**src/rtl/binary_adder_pkg.sv**
```systemverilog
// Shared definitions for the binary_adder block.
// Holds the default operand width used when the top is instantiated without
// an explicit N override.
package binary_adder_pkg;

  // Default operand / sum width in bits.
  localparam int unsigned DEFAULT_WIDTH = 4;

endpackage : binary_adder_pkg

```
**src/rtl/binary_adder_full_adder.sv**
```systemverilog
// One-bit full-adder cell, the building block of the ripple-carry chain.
// Ports:
//   a, b  : operand bits
//   cin   : carry in from the next-lower bit
//   s     : sum bit
//   cout  : carry out to the next-higher bit
// Purely combinational.
module full_adder (
  input  logic a,
  input  logic b,
  input  logic cin,
  output logic s,
  output logic cout
);

  logic prop_s;

  assign prop_s = a ^ b;
  assign s      = prop_s ^ cin;
  // Generate when both operand bits are set, otherwise pass the incoming carry
  // along when exactly one operand bit is set.
  assign cout   = (a & b) | (cin & prop_s);

endmodule : full_adder

```
**src/rtl/binary_adder.sv**
```systemverilog
// N-bit ripple-carry adder with carry-in, carry-out, signed-overflow flag and
// a single registered output stage (latency of one clock, one op per clock).
// Ports:
//   clk       : rising-edge clock
//   rst_n     : asynchronous active-low reset, clears all outputs
//   A, B      : unsigned N-bit operands
//   Cin       : carry into bit 0
//   in_valid  : operands are valid this cycle
//   Sum       : registered low N bits of A+B+Cin
//   Cout      : registered carry out of bit N-1
//   Ovf       : registered two's-complement overflow
//   out_valid : registered copy of in_valid
module binary_adder
  import binary_adder_pkg::*;
#(
  parameter int unsigned N = DEFAULT_WIDTH
) (
  input  logic         clk,
  input  logic         rst_n,
  input  logic [N-1:0] A,
  input  logic [N-1:0] B,
  input  logic         Cin,
  input  logic         in_valid,
  output logic [N-1:0] Sum,
  output logic         Cout,
  output logic         Ovf,
  output logic         out_valid
);

  // carry_s[i] is the carry into bit i; carry_s[N] is the final carry out.
  logic [N:0]   carry_s;
  logic [N-1:0] sum_s;
  logic         ovf_s;

  logic [N-1:0] sum_d,   sum_q;
  logic         cout_d,  cout_q;
  logic         ovf_d,   ovf_q;
  logic         valid_d, valid_q;

  assign carry_s[0] = Cin;

  for (genvar i = 0; i < N; i++) begin : g_chain
    full_adder u_fa (
      .a    (A[i]),
      .b    (B[i]),
      .cin  (carry_s[i]),
      .s    (sum_s[i]),
      .cout (carry_s[i+1])
    );
  end : g_chain

  // Carry into and out of the sign bit disagree exactly when the signed
  // result does not fit. For N = 1 carry_s[0] is Cin, as required.
  assign ovf_s = carry_s[N] ^ carry_s[N-1];

  // Next-state values for the output stage; results load every cycle and
  // consumers qualify them with out_valid.
  always_comb begin
    sum_d   = sum_s;
    cout_d  = carry_s[N];
    ovf_d   = ovf_s;
    valid_d = in_valid;
  end

  // Output register stage with asynchronous clear.
  always_ff @(posedge clk or negedge rst_n) begin
    if (!rst_n) begin
      sum_q   <= {N{1'b0}};
      cout_q  <= 1'b0;
      ovf_q   <= 1'b0;
      valid_q <= 1'b0;
    end else begin
      sum_q   <= sum_d;
      cout_q  <= cout_d;
      ovf_q   <= ovf_d;
      valid_q <= valid_d;
    end
  end

  assign Sum       = sum_q;
  assign Cout      = cout_q;
  assign Ovf       = ovf_q;
  assign out_valid = valid_q;

endmodule : binary_adder

```
**config.mk**
```make
export PLATFORM = sky130hd
export DESIGN_NAME = binary_adder
export DESIGN_NICKNAME = d
export VERILOG_FILES = /design/src/rtl/binary_adder_pkg.sv /design/src/rtl/binary_adder_full_adder.sv /design/src/rtl/binary_adder.sv
export SDC_FILE = /design/constraint.sdc
export NUM_CORES = 1
export LEC_CHECK = 0
export ABC_AREA = 1
export CORE_AREA = 2 2 39 41
export CTS_CLUSTER_DIAMETER = 60
export CTS_CLUSTER_SIZE = 10
export DETAILED_ROUTE_END_ITERATION = 8
export DIE_AREA = 0 0 41 43
export GPL_TIMING_DRIVEN = 1
export PLACE_DENSITY = 0.59
export SLEW_MARGIN = 5
export SYNTH_ARGS = -nofsm -noshare
export SYNTH_HDL_FRONTEND = slang
export SYNTH_SLANG_ARGS = --single-unit
```
**constraint.sdc**
```tcl
create_clock -name clk -period 0.8 [get_ports clk]
set_clock_uncertainty 0.2 [all_clocks]
set_input_delay 0.24 -clock clk [delete_from_list [all_inputs] [get_ports clk]]
set_output_delay 0.24 -clock clk [all_outputs]
set_load 0.02 [all_outputs]
```
==> Yosys cells after proc, flatten, opt, wreduce, memory -nomap -nowiden <==
Index checks and enable logic that the tools add are counted.
{ "word_totals": {"reg_bits": 7, "input_bits": 12, "out_inout_bits": 7, "wordCells": 25} }
{ "classes": {"n_bitwise": 21} }
{ "op_table": {"columns": ["op", "count"], "rows": [
  ["$xor A1 B1 Y1", 9],
  ["$and A1 B1 Y1", 8],
  ["$or A1 B1 Y1", 4]
]} }

==> Longest topological paths before layout <==
{ "depth": {"depth_word": 10, "depth_mapped": 10, "ltp_nobuf": 10} }

==> Modules after synthesis <==
Synthesis repeated with hierarchy kept, for this count alone.
{ "unflattened": {"cells_unflattened": 16, "area_unflattened_um2": 274.0} }
{ "modules_own_cells": {"columns": ["mod", "n_inst", "cells_per_inst", "area_per_inst_um2", "seq_area_each_um2"], "rows": [
  ["binary_adder", 1, 12, 193.9, 175.2],
  ["full_adder", 4, 1, 20.0, 0.0]
]} }

==> Least setup slack after synthesis <==
Ideal clock, no wire load.
{ "synth_timing": {"path_kind": "input to register", "startpoint": "input port A[0]", "endpoint": "register sum_q[3], in the netlist Sum[3]", "setup_ns": 0.064, "t_arrival_ns": 1.794, "t_required_ns": 0.536, "setup_slack_ns": -1.258, "path_stages": 8, "path_buffers": 0, "path_cell_list": "fa_1 -> inv_1 -> fa_1 -> inv_1 -> fa_1 -> inv_1 -> fa_1 -> inv_1"} }
{ "synth_via": {"elab_chain_cells": 8, "word_cells_on_any_way": 9, "cone_classes": "bitwise: 9"} }
{ "synth_rtl": {"columns": ["element", "line_no", "rtl"], "rows": [
  ["from (decl)", "binary_adder.sv:20", "input logic [N-1:0] A,"],
  ["$xor A1 B1 Y1", "binary_adder_full_adder.sv:18", "assign prop_s = a ^ b;"],
  ["$and A1 B1 Y1", "binary_adder_full_adder.sv:22", "assign cout = (a & b) | (cin & prop_s);"],
  ["$or A1 B1 Y1 *", "binary_adder_full_adder.sv:22", null],
  ["$and A1 B1 Y1 *", "binary_adder_full_adder.sv:22", null],
  ["$or A1 B1 Y1 *", "binary_adder_full_adder.sv:22", null],
  ["$and A1 B1 Y1 *", "binary_adder_full_adder.sv:22", null],
  ["$or A1 B1 Y1 *", "binary_adder_full_adder.sv:22", null],
  ["$xor A1 B1 Y1 *", "binary_adder_full_adder.sv:19", "assign s = prop_s ^ cin;"],
  ["net g_chain[3].u_fa.s", "binary_adder_full_adder.sv:12", "output logic s,"],
  ["to (signal assigned)", "binary_adder.sv:68", "sum_q <= {N{1'b0}};"],
  ["to (signal assigned)", "binary_adder.sv:73", "sum_q <= sum_d;"],
  ["to (decl)", "binary_adder.sv:35", "logic [N-1:0] sum_d, sum_q;"]
]} }
The timed path passes the listed nets; every way through them passes the cells marked *.

==> Worst setup path after layout <==
{ "layout_timing": {"startpoint": "input port B[0]", "endpoint": "register sum_q[3], in the netlist Sum[3]"} }
{ "layout_via": {"elab_chain_cells": 8, "word_cells_on_any_way": 9, "cone_classes": "bitwise: 9"} }
{ "layout_rtl": {"columns": ["element", "line_no", "rtl"], "rows": [
  ["from (decl)", "binary_adder.sv:21", "input logic [N-1:0] B,"],
  ["$xor A1 B1 Y1", "binary_adder_full_adder.sv:18", null],
  ["$and A1 B1 Y1", "binary_adder_full_adder.sv:22", null],
  ["$or A1 B1 Y1 *", "binary_adder_full_adder.sv:22", null],
  ["$and A1 B1 Y1 *", "binary_adder_full_adder.sv:22", null],
  ["$or A1 B1 Y1 *", "binary_adder_full_adder.sv:22", null],
  ["$and A1 B1 Y1 *", "binary_adder_full_adder.sv:22", null],
  ["$or A1 B1 Y1 *", "binary_adder_full_adder.sv:22", null],
  ["$xor A1 B1 Y1 *", "binary_adder_full_adder.sv:19", null],
  ["net g_chain[3].u_fa.s", "binary_adder_full_adder.sv:12", null]
]} }
Marks and branches as above.

==> metrics <==
outcome finished, violations left; failing checks setup timing; synthesized cell area a little over 300 um2; CTS Buffer Depth 2; post-route minimum period 1.90 ns; Synthesized Nets 40; Total GRT Usage under 10%; Seq/Total Area, Yosys ~58%; core area about 1400 um2; Clock Pin Slew Worst Setup and Hold Paths around 0.05 ns; drt first pass iters 2; Setup crit start kind input pin; TritonCTS Buffers 3; Ys Warns 0; Starting Density 22.0%; Synth-to-Final Area Change 90.5%; Cells after Synth 24; CTS tree done; GPL Wtd Cong 0.638; Worst setup EP type flip-flop; worst hold path class input pin to asynchronous set/reset pin; critical path arrival around 1.9 ns; syn_area_per_cell about 13 um2; final net count between 60 and 70; PD cells about 1900 nW/um2; Worst Max-Slew Pin Slew ~0.094 ns; Finish-stage setup viols 13; Leak Pwr 0.290 nW; RSZ-0062 raised after global routing true; Fmax around 530 MHz; CTS H-tree lvls 1; Cell variety after synth 5; clk root buf clkbuf_4; Post-DRT Antenna Nets 0; commonest non-fill, non-tap cell in the layout buf_6; I/O pins 19; Crit path required time slightly below 0.8 ns; hold_ws roughly 0.084 ns; WS Path Type input pin to flip-flop; clock tree sinks 7; first-pass GRT wire length 924 um; Core Util, Final between 40% and 50%; CP Cell Sequence buf_6, fa_2, inv_2, fa_2, inv_2, fa_2, inv_2, fa_2, inv_2; register bit total from synthesis 7; largest net degree at the start of global routing 8; Die Y around 43 um; Antenna diodes 0; Worst VDD drop slightly below 0.5 mV; post-place setup slack -1.71 ns; Largest stage delay, worst path 0.43 ns; via count around 240; Vias/cell 3.61; share of layout cells above drive strength 1 58.0%; max_cap viols 0; Die W about 41 um; initial antenna violation count 0; fin crit share 237%; endpoints failing hold 0; crit path max-delay cell type fa_2; grt ovf 0; # port buffers 18; most frequent cells in the layout 9 x buf_6, 7 x dfrtp_1, 6 x inv_2, 6 x clkdlybuf4s50_1; final wirelength 557 um; drt first-iter violations 1; wire per inst about 8.4 um; final-report max-slew violation count 0; critical path peak fanout 2; FP Rows 14; PnR worst setup slack -1.10 ns; CTS Hold Bufs 0; Die ar. around 1800 um2; vias in the first global route roughly 260; DRC violations left 0; Slew headroom 93.7%
-- per-layer routing --
metal / global-route usage, % / part of all wire, %
met1: 7.33 / 34
met5: 0 / 0
met3: 3.14 / 8.3
met2: 13.1 / 55
met4: 10.0 / 3.4
-- worst paths after layout --
kind / start / endpoint / slack (ns) / depth (start not counted)
worst min-delay path: rst_n / Sum[2]$_DFF_PN0_ / 0.08 / 2
max in group asynchronous: rst_n / Sum[1]$_DFF_PN0_ / 0.20 / 2
worst max-delay path: B[0] / Sum[3]$_DFF_PN0_ / -1.10 / 9
min in group clk: A[0] / Sum[0]$_DFF_PN0_ / 0.09 / 2
-- synthesized netlist by cell type, drive strengths merged --
library cell	instances	area, um2
nand2	3	11.3
fa	4	80.1
inv	10	37.5
dfrtp	7	175
-- final cells by class --
class	count	area, um2
inverter	10	37.5
clock buffer	4	26.3
sequential	7	175
tap	16	20.0
multi-input combinational	7	106
fill	141	805
timing repair buffer	22	214
-- where the power goes --
part / switching (mW) / leakage (nW) / internal (mW)
clock network: 0.111 / 0.0150 / 0.189
logic: 0.158 / 0.193 / 0.197
registers: 0.0216 / 0.0819 / 0.406
-- kinds of logic (layout without fill, tap and decap cells) --
| group | after synthesis | count (layout) | synth area share, % |
|---|---|---|---|
| buffers and inverters | 10 | 36 | 12.3 |
| DFF | 7 | 7 | 57.6 |
| adders and majority gates | 4 | 4 | 26.3 |
| and+or+nand+nor | 3 | 3 | 3.70 |
-- stage by stage --
step | cells | total power, mW | setup TNS [ns] | instance area [um2]
finish | 66 | 1.08 | -6.90 | 579
global route | 66 | 1.16 | -7.31 | 579
CTS | 66 | 1.08 | -7.15 | 568
detailed placement | 59 | 0.743 | -12.28 | 522
global placement | 59 | 0.734 | -12.03 | 522
floorplan | 24 | 0.559 | -5.34 | 314
-- sequential cells by signal (all words and copies together), names as in the netlist --
register / cells
out_valid: 1
Sum: 4
Cout: 1
Ovf: 1
-- timing repair --
action,in CTS,in global routing
hold endpoints to repair,0,0
pin swaps,6,5
setup endpoints to repair,13,13
resized for setup,58,4
setup buffers,3,0
-- worst max-delay path: cells and delay by family --
kind,cells,cell delay [ns]
fa+ha+maj,4,1.32
buf+inv,5,0.32
Note: power is estimated with default switching activity, not from simulation.
==> patch 1, RTL diff (same settings) <==
The package constant `DEFAULT_WIDTH` goes from 4 to 6.
--- a/src/rtl/binary_adder_pkg.sv
+++ b/src/rtl/binary_adder_pkg.sv
@@ -4,7 +4,7 @@
 package binary_adder_pkg;
 
   // Default operand / sum width in bits.
-  localparam int unsigned DEFAULT_WIDTH = 4;
+  localparam int unsigned DEFAULT_WIDTH = 6;
 
 endpackage : binary_adder_pkg
 
Interface: changed (resized A, B and Sum); port bits go from 19 to 25. The function was not compared with the original's and may differ.
==> patch 1 against the unedited design <==
- the flow still finishes with violations (negative setup slack)
- final area grew 23%
- clock power grew 6%
- setup slack lost 0.71 ns
- maximum frequency shrank 27%
- synthesized area grew 30%
- power grew 22%
- sequential power grew 31%
- wire length grew 14%
- die area is the same
- critical path depth grew 2
- sequential cell count grew 2
- critical endpoint is now Sum[5]$_DFF_PN0_
- highest routed layer is now met3
==> patch 1: results (changes against the unedited design) <==
Synth:
- The adder-cell area share of the yosys netlist was 30.5% (+4.1 points).
- The number of standard cells after synthesis is 28 (+17%).
- Sorting the synthesized cells by area gives the leading types as sky130_fd_sc_hd__dfrtp_1, sky130_fd_sc_hd__fa_1, sky130_fd_sc_hd__inv_1, sky130_fd_sc_hd__nand2_1, sky130_fd_sc_hd__inv_2.
- The post-synthesis share of cell area spent on xor and xnor gates is 0% (unchanged).
- By count the netlist is led by sky130_fd_sc_hd__dfrtp_1, sky130_fd_sc_hd__inv_1, sky130_fd_sc_hd__fa_1.
- The sequential-to-total area share from yosys stat is 57.1% (-0.47 points).
- The primary flip-flop cell chosen by synthesis mapping is sky130_fd_sc_hd__dfrtp_1.

CTS:
- The total setup buffers inserted after CTS is 0 (-3).
- The H-tree depth reported by CTS is 1 (unchanged).
- The clock-pin slew reported for the worst setup and hold paths after clock tree synthesis is 0.05 ns (about the same).

Placement:
- The number of placed cells counting well taps is 70 (+19%).
- The placer congestion estimate is 0.714 (+12%).
- The count of input and output buffers is 24 (+6).
- The worst slack at placement came to -2.43 ns (-0.723 ns).
- The placed instance area is 679 µm² (+30%).

GRT:
- The number of antenna violations at the first check in global routing was 0 (unchanged).
- The first-pass GRT wire length was 1.11 mm (+20%).
- The global router's overall resource usage is 9.35% (+0.72 points).
- The number of global-route vias before repair is 290 (+11%).
- The maximum number of pins on one net before global-route repair was 6 (-2).

Cells and area:
- The flip-flop count of the largest register, all copies and words added came to 6 (+2).
- The share of final-layout standard cells stronger than drive strength 1 was 46.6% (-11 points).
- The final net count is 81 (+21%).

Run status:
- The flow ran to the end, but the final reports show violations.
- The final reports fail on negative setup slack.

Drt:
- The number of search-and-repair iterations in the first detailed-routing pass is 2 (unchanged).
- The mean number of vias per cell is 3.62 (+0.43%).
- The total wire length after detailed routing is 633 µm (+14%).

STA:
- The number of failing setup endpoints in the final timing report is 17 (+4).
- The final hold slack was 0.0774 ns (-0.00614 ns).
- The final sum of negative setup slack is -12.58 ns (-5.69 ns).
- The smallest setup slack after layout is -1.81 ns (-0.713 ns).
- The transition time at the pin with the least slew margin is 0.105 ns (+0.0108 ns).

Pwr:
- The leakage power of the design is 0.352 nW (+21%).
- The switching component of the power is 0.000361 W (+24%).
- The peak supply drop is 0.634 mV (+32%).

Worst setup path:
- The standard cell with the maximum stage delay on the critical path is sky130_fd_sc_hd__fa_1.
- The arrival time reported for the critical path endpoint was 2.60 ns (+0.72 ns).
- The longest individual stage delay on the worst path is 0.41 ns (-0.02 ns).
==> patch 1: cell types whose count changed after synthesis <==
cell                      delta
sky130_fd_sc_hd__dfrtp_1     +2
sky130_fd_sc_hd__fa_1        +2
==> patch 1: logic make-up after synthesis <==
logic type | after synthesis
buffers and inverters | 10
and+or+nand+nor | 3
adders and majority gates | 6
DFF | 9
==> patch 1: how the worst max path moves through the flow <==
stage | from | endpoint | slack (ns) | cells past startpoint
floorplan | A[0] | Sum[5]$_DFF_PN0_ | -1.89 | 10
finish | Cin | Sum[5]$_DFF_PN0_ | -1.81 | 11
CTS | Cin | Sum[5]$_DFF_PN0_ | -1.81 | 11
global placement | A[0] | Sum[5]$_DFF_PN0_ | -2.40 | 11
global route | Cin | Sum[5]$_DFF_PN0_ | -1.88 | 11
detailed placement | A[0] | Sum[5]$_DFF_PN0_ | -2.43 | 11
==> patch 1: repair_timing <==
item                                    CTS  global route
pin swaps                                 6             0
endpoints found under the setup margin   17            17
gates cloned                              0             0
gates resized for setup                  70             2
==> patch 1: power groups by stage <==
stage / Sequential [W] / Clock, W / Combinational (W)
after global placement: 0.000552 / 0 / 0.000433
after floorplan: 0.000650 / 0 / 0.0000820
after CTS: 0.000560 / 0.000340 / 0.000451
after global routing: 0.000564 / 0.000365 / 0.000493
final: 0.000559 / 0.000319 / 0.000446
after detailed placement: 0.000552 / 0 / 0.000439
==> patch 1: per-layer routing <==
layer	part of all wire, %	GRT usage (%)
met1	37	11.5
met2	54	14.4
met3	8.5	0
met4	0	8.00
met5	0	0
==> patch 1: layout make-up <==
type                       instances  area, µm²
sequential                         9        225
inverter                          10       37.5
timing repair buffer              26        259
clock buffer                       4       26.3
multi-input combinational          9        144
fill                             131        672
tap                               16       20.0
==> patch 2, RTL diff (same flow settings) <==
Made on the original files. Add an input register stage for `A`, `B`, `Cin` and `in_valid`, without a reset; this delays them by one clock. Comments in the files are not updated.
--- a/src/rtl/binary_adder.sv
+++ b/src/rtl/binary_adder.sv
@@ -27,6 +27,18 @@
   output logic         out_valid
 );
 
+  logic [N-1:0] A_q;
+  logic [N-1:0] B_q;
+  logic Cin_q;
+  logic in_valid_q;
+
+  always_ff @(posedge clk) begin
+    A_q        <= A;
+    B_q        <= B;
+    Cin_q      <= Cin;
+    in_valid_q <= in_valid;
+  end
+
   // carry_s[i] is the carry into bit i; carry_s[N] is the final carry out.
   logic [N:0]   carry_s;
   logic [N-1:0] sum_s;
@@ -37,12 +49,12 @@
   logic         ovf_d,   ovf_q;
   logic         valid_d, valid_q;
 
-  assign carry_s[0] = Cin;
+  assign carry_s[0] = Cin_q;
 
   for (genvar i = 0; i < N; i++) begin : g_chain
     full_adder u_fa (
-      .a    (A[i]),
-      .b    (B[i]),
+      .a    (A_q[i]),
+      .b    (B_q[i]),
       .cin  (carry_s[i]),
       .s    (sum_s[i]),
       .cout (carry_s[i+1])
@@ -59,7 +71,7 @@
     sum_d   = sum_s;
     cout_d  = carry_s[N];
     ovf_d   = ovf_s;
-    valid_d = in_valid;
+    valid_d = in_valid_q;
   end
 
   // Output register stage with asynchronous clear.
Check against the original RTL: not equivalent (Yosys sat finds a counterexample within 4 cycles, from zero or initial values and one cycle with rst_n low).
==> patch 2 against the unedited design <==
- the run still ends with negative setup slack left
- synthesized area rose by 66%
- wire length rose by 23%
- setup slack got worse by 0.22 ns
- final area rose by 30%
- sequential cell count rose by 10
- worst hold slack got worse by 0.060 ns
- power rose by 58%
- critical path type is now flop to flop
- largest power group unchanged
- highest routed layer unchanged
==> patch 2: results (changes against the unedited design) <==
Run status:
- The run finished, with violations left.
- The final reports fail on negative setup slack.

Drt:
- The number of vias after detailed routing is 290 (+22%).
- The total wire length after detailed routing is 685 µm (+23%).
- The count of routing violations after the opening detailed-route iteration is 0 (-1).
- The number of search-and-repair iterations in the first detailed-routing pass was 1 (-1).

STA:
- The transition time at the pin with the least slew margin is 0.106 ns (+0.0115 ns).
- The number of failing setup endpoints in the final timing report came to 13 (unchanged).
- The smallest setup slack after layout is -1.32 ns (-0.220 ns).
- The final sum of negative setup slack came to -8.69 ns (-1.80 ns).

Cells and area:
- The fill cell total of the finished layout is 111 (-21%).
- The share of final-layout standard cells stronger than drive strength 1 is 35.1% (-23 points).
- The final net count is 74 (+10%).
- The final antenna diode count is 0 (unchanged).

Pwr:
- The power density over cell area is 2270 nW/µm² (+21%).
- The peak supply drop came to 1.08 mV (+120%).
- The leakage power of the design is 0.355 nW (+22%).

Synth:
- Yosys attributes the largest share of cell area to sky130_fd_sc_hd__dfxtp_1, sky130_fd_sc_hd__dfrtp_1, sky130_fd_sc_hd__fa_1, sky130_fd_sc_hd__inv_1, sky130_fd_sc_hd__nand2_1.
- The adder-cell area share of the yosys netlist is 15.9% (-10 points).
- The fraction of registers with async set/reset is 41.2% (-59 points).
- The synthesized net count was 50 (+25%).
- The sequential-to-total area share from yosys stat is 74.4% (+17 points).
- The compound-cell area share of the yosys netlist is 0% (unchanged).
- After synthesis, the most frequently instantiated cells are sky130_fd_sc_hd__dfxtp_1, sky130_fd_sc_hd__inv_1, sky130_fd_sc_hd__dfrtp_1.
- The number of unique standard cell types used by synthesis is 6 (+1).
- The proportion of synthesized area in mux cells is 0% (unchanged).

GRT:
- The global router's overall resource usage was 10.1% (+1.5 points).
- The first-pass GRT wire length is 1.08 mm (+17%).
- The number of antenna violations at the first check in global routing is 0 (unchanged).
- The routing usage on met1 came to 9.76% (+2.4 points).
- The number of global-route vias before repair came to 280 (+7.3%).
- The met2 track demand over resource in global routing is 15.3% (+2.2 points).
- The maximum number of pins on one net before global-route repair is 10 (+2).

Placement:
- The count of input and output buffers is 18 (unchanged).
- The placer congestion estimate is 0.609 (-4.5%).
- The placed instance area is 719 µm² (+38%).

Worst setup path:
- The longest individual stage delay on the worst path is 0.40 ns (-0.03 ns).
- The arrival time reported for the critical path endpoint came to 2.14 ns (+0.26 ns).
- The standard cell with the maximum stage delay on the critical path is sky130_fd_sc_hd__fa_1.

CTS:
- The clock-pin slew reported for the worst setup and hold paths after clock tree synthesis is 0.09 ns (+0.04 ns).
-- patch 2: cell types whose count changed after synthesis --
cell,delta
sky130_fd_sc_hd__dfxtp_1,+10
-- patch 2: worst max-delay path: cells and delay by family, from the launching register on --
family,cells,cell delay (ns)
flip-flops,1,0.33
buffers and inverters,4,0.23
adder cells (fa/ha/maj),4,1.31
-- patch 2: cell families after synthesis --
group | Yosys count
DFF | 17
and+or+nand+nor | 3
buffers and inverters | 10
adders and majority gates | 4
-- patch 2: cell type report --
type                            instances  area share (%)
Sequential cell                        17            49.8
Timing Repair Buffer                   19            26.0
Multi-Input combinational cell          7            13.1
Inverter                               10            4.97
Clock buffer                            4            3.48
Tap cell                               16            2.65
-- patch 2: path summary, 6_finish.rpt --
| check | startpoint | endpoint |
|---|---|---|
| min in group clk | in_valid_q$_DFF_P_ | out_valid$_DFF_PN0_ |
| worst min register to register | in_valid_q$_DFF_P_ | out_valid$_DFF_PN0_ |
| worst max register to register | Cin_q$_DFF_P_ | Sum[3]$_DFF_PN0_ |
| max in group asynchronous | rst_n | out_valid$_DFF_PN0_ |
| worst min-delay path | rst_n | Sum[2]$_DFF_PN0_ |
| worst max-delay path | Cin_q$_DFF_P_ | Sum[3]$_DFF_PN0_ |
-- patch 2: metrics by stage --
step,hold WS [ns],std cells
after floorplan,-0.256,34
after global placement,0.124,69
after detailed placement,0.129,69
after CTS,0.0187,73
after global routing,0.0256,73
final,0.0232,73
-- patch 2: routing by layer --
| metal | vias to the layer above | part of all wire (%) |
|---|---|---|
| li1 | 139 | - |
| met2 | 16 | 52 |
| met4 | 0 | 1.5 |
| met3 | 2 | 10 |
| met1 | 133 | 36 |
| met5 | - | 0 |
-- patch 2: repair_timing --
action	4_1_cts	5_1_grt
resized for setup	44	1
pin swaps	0	0
endpoints found under the setup margin	13	13
setup buffers	0	0
-- patch 2: where the power goes --
part | switching, W | internal (W)
Sequential | 0.0000339 | 0.000930
Clock | 0.000237 | 0.000193
Combinational | 0.000141 | 0.000180
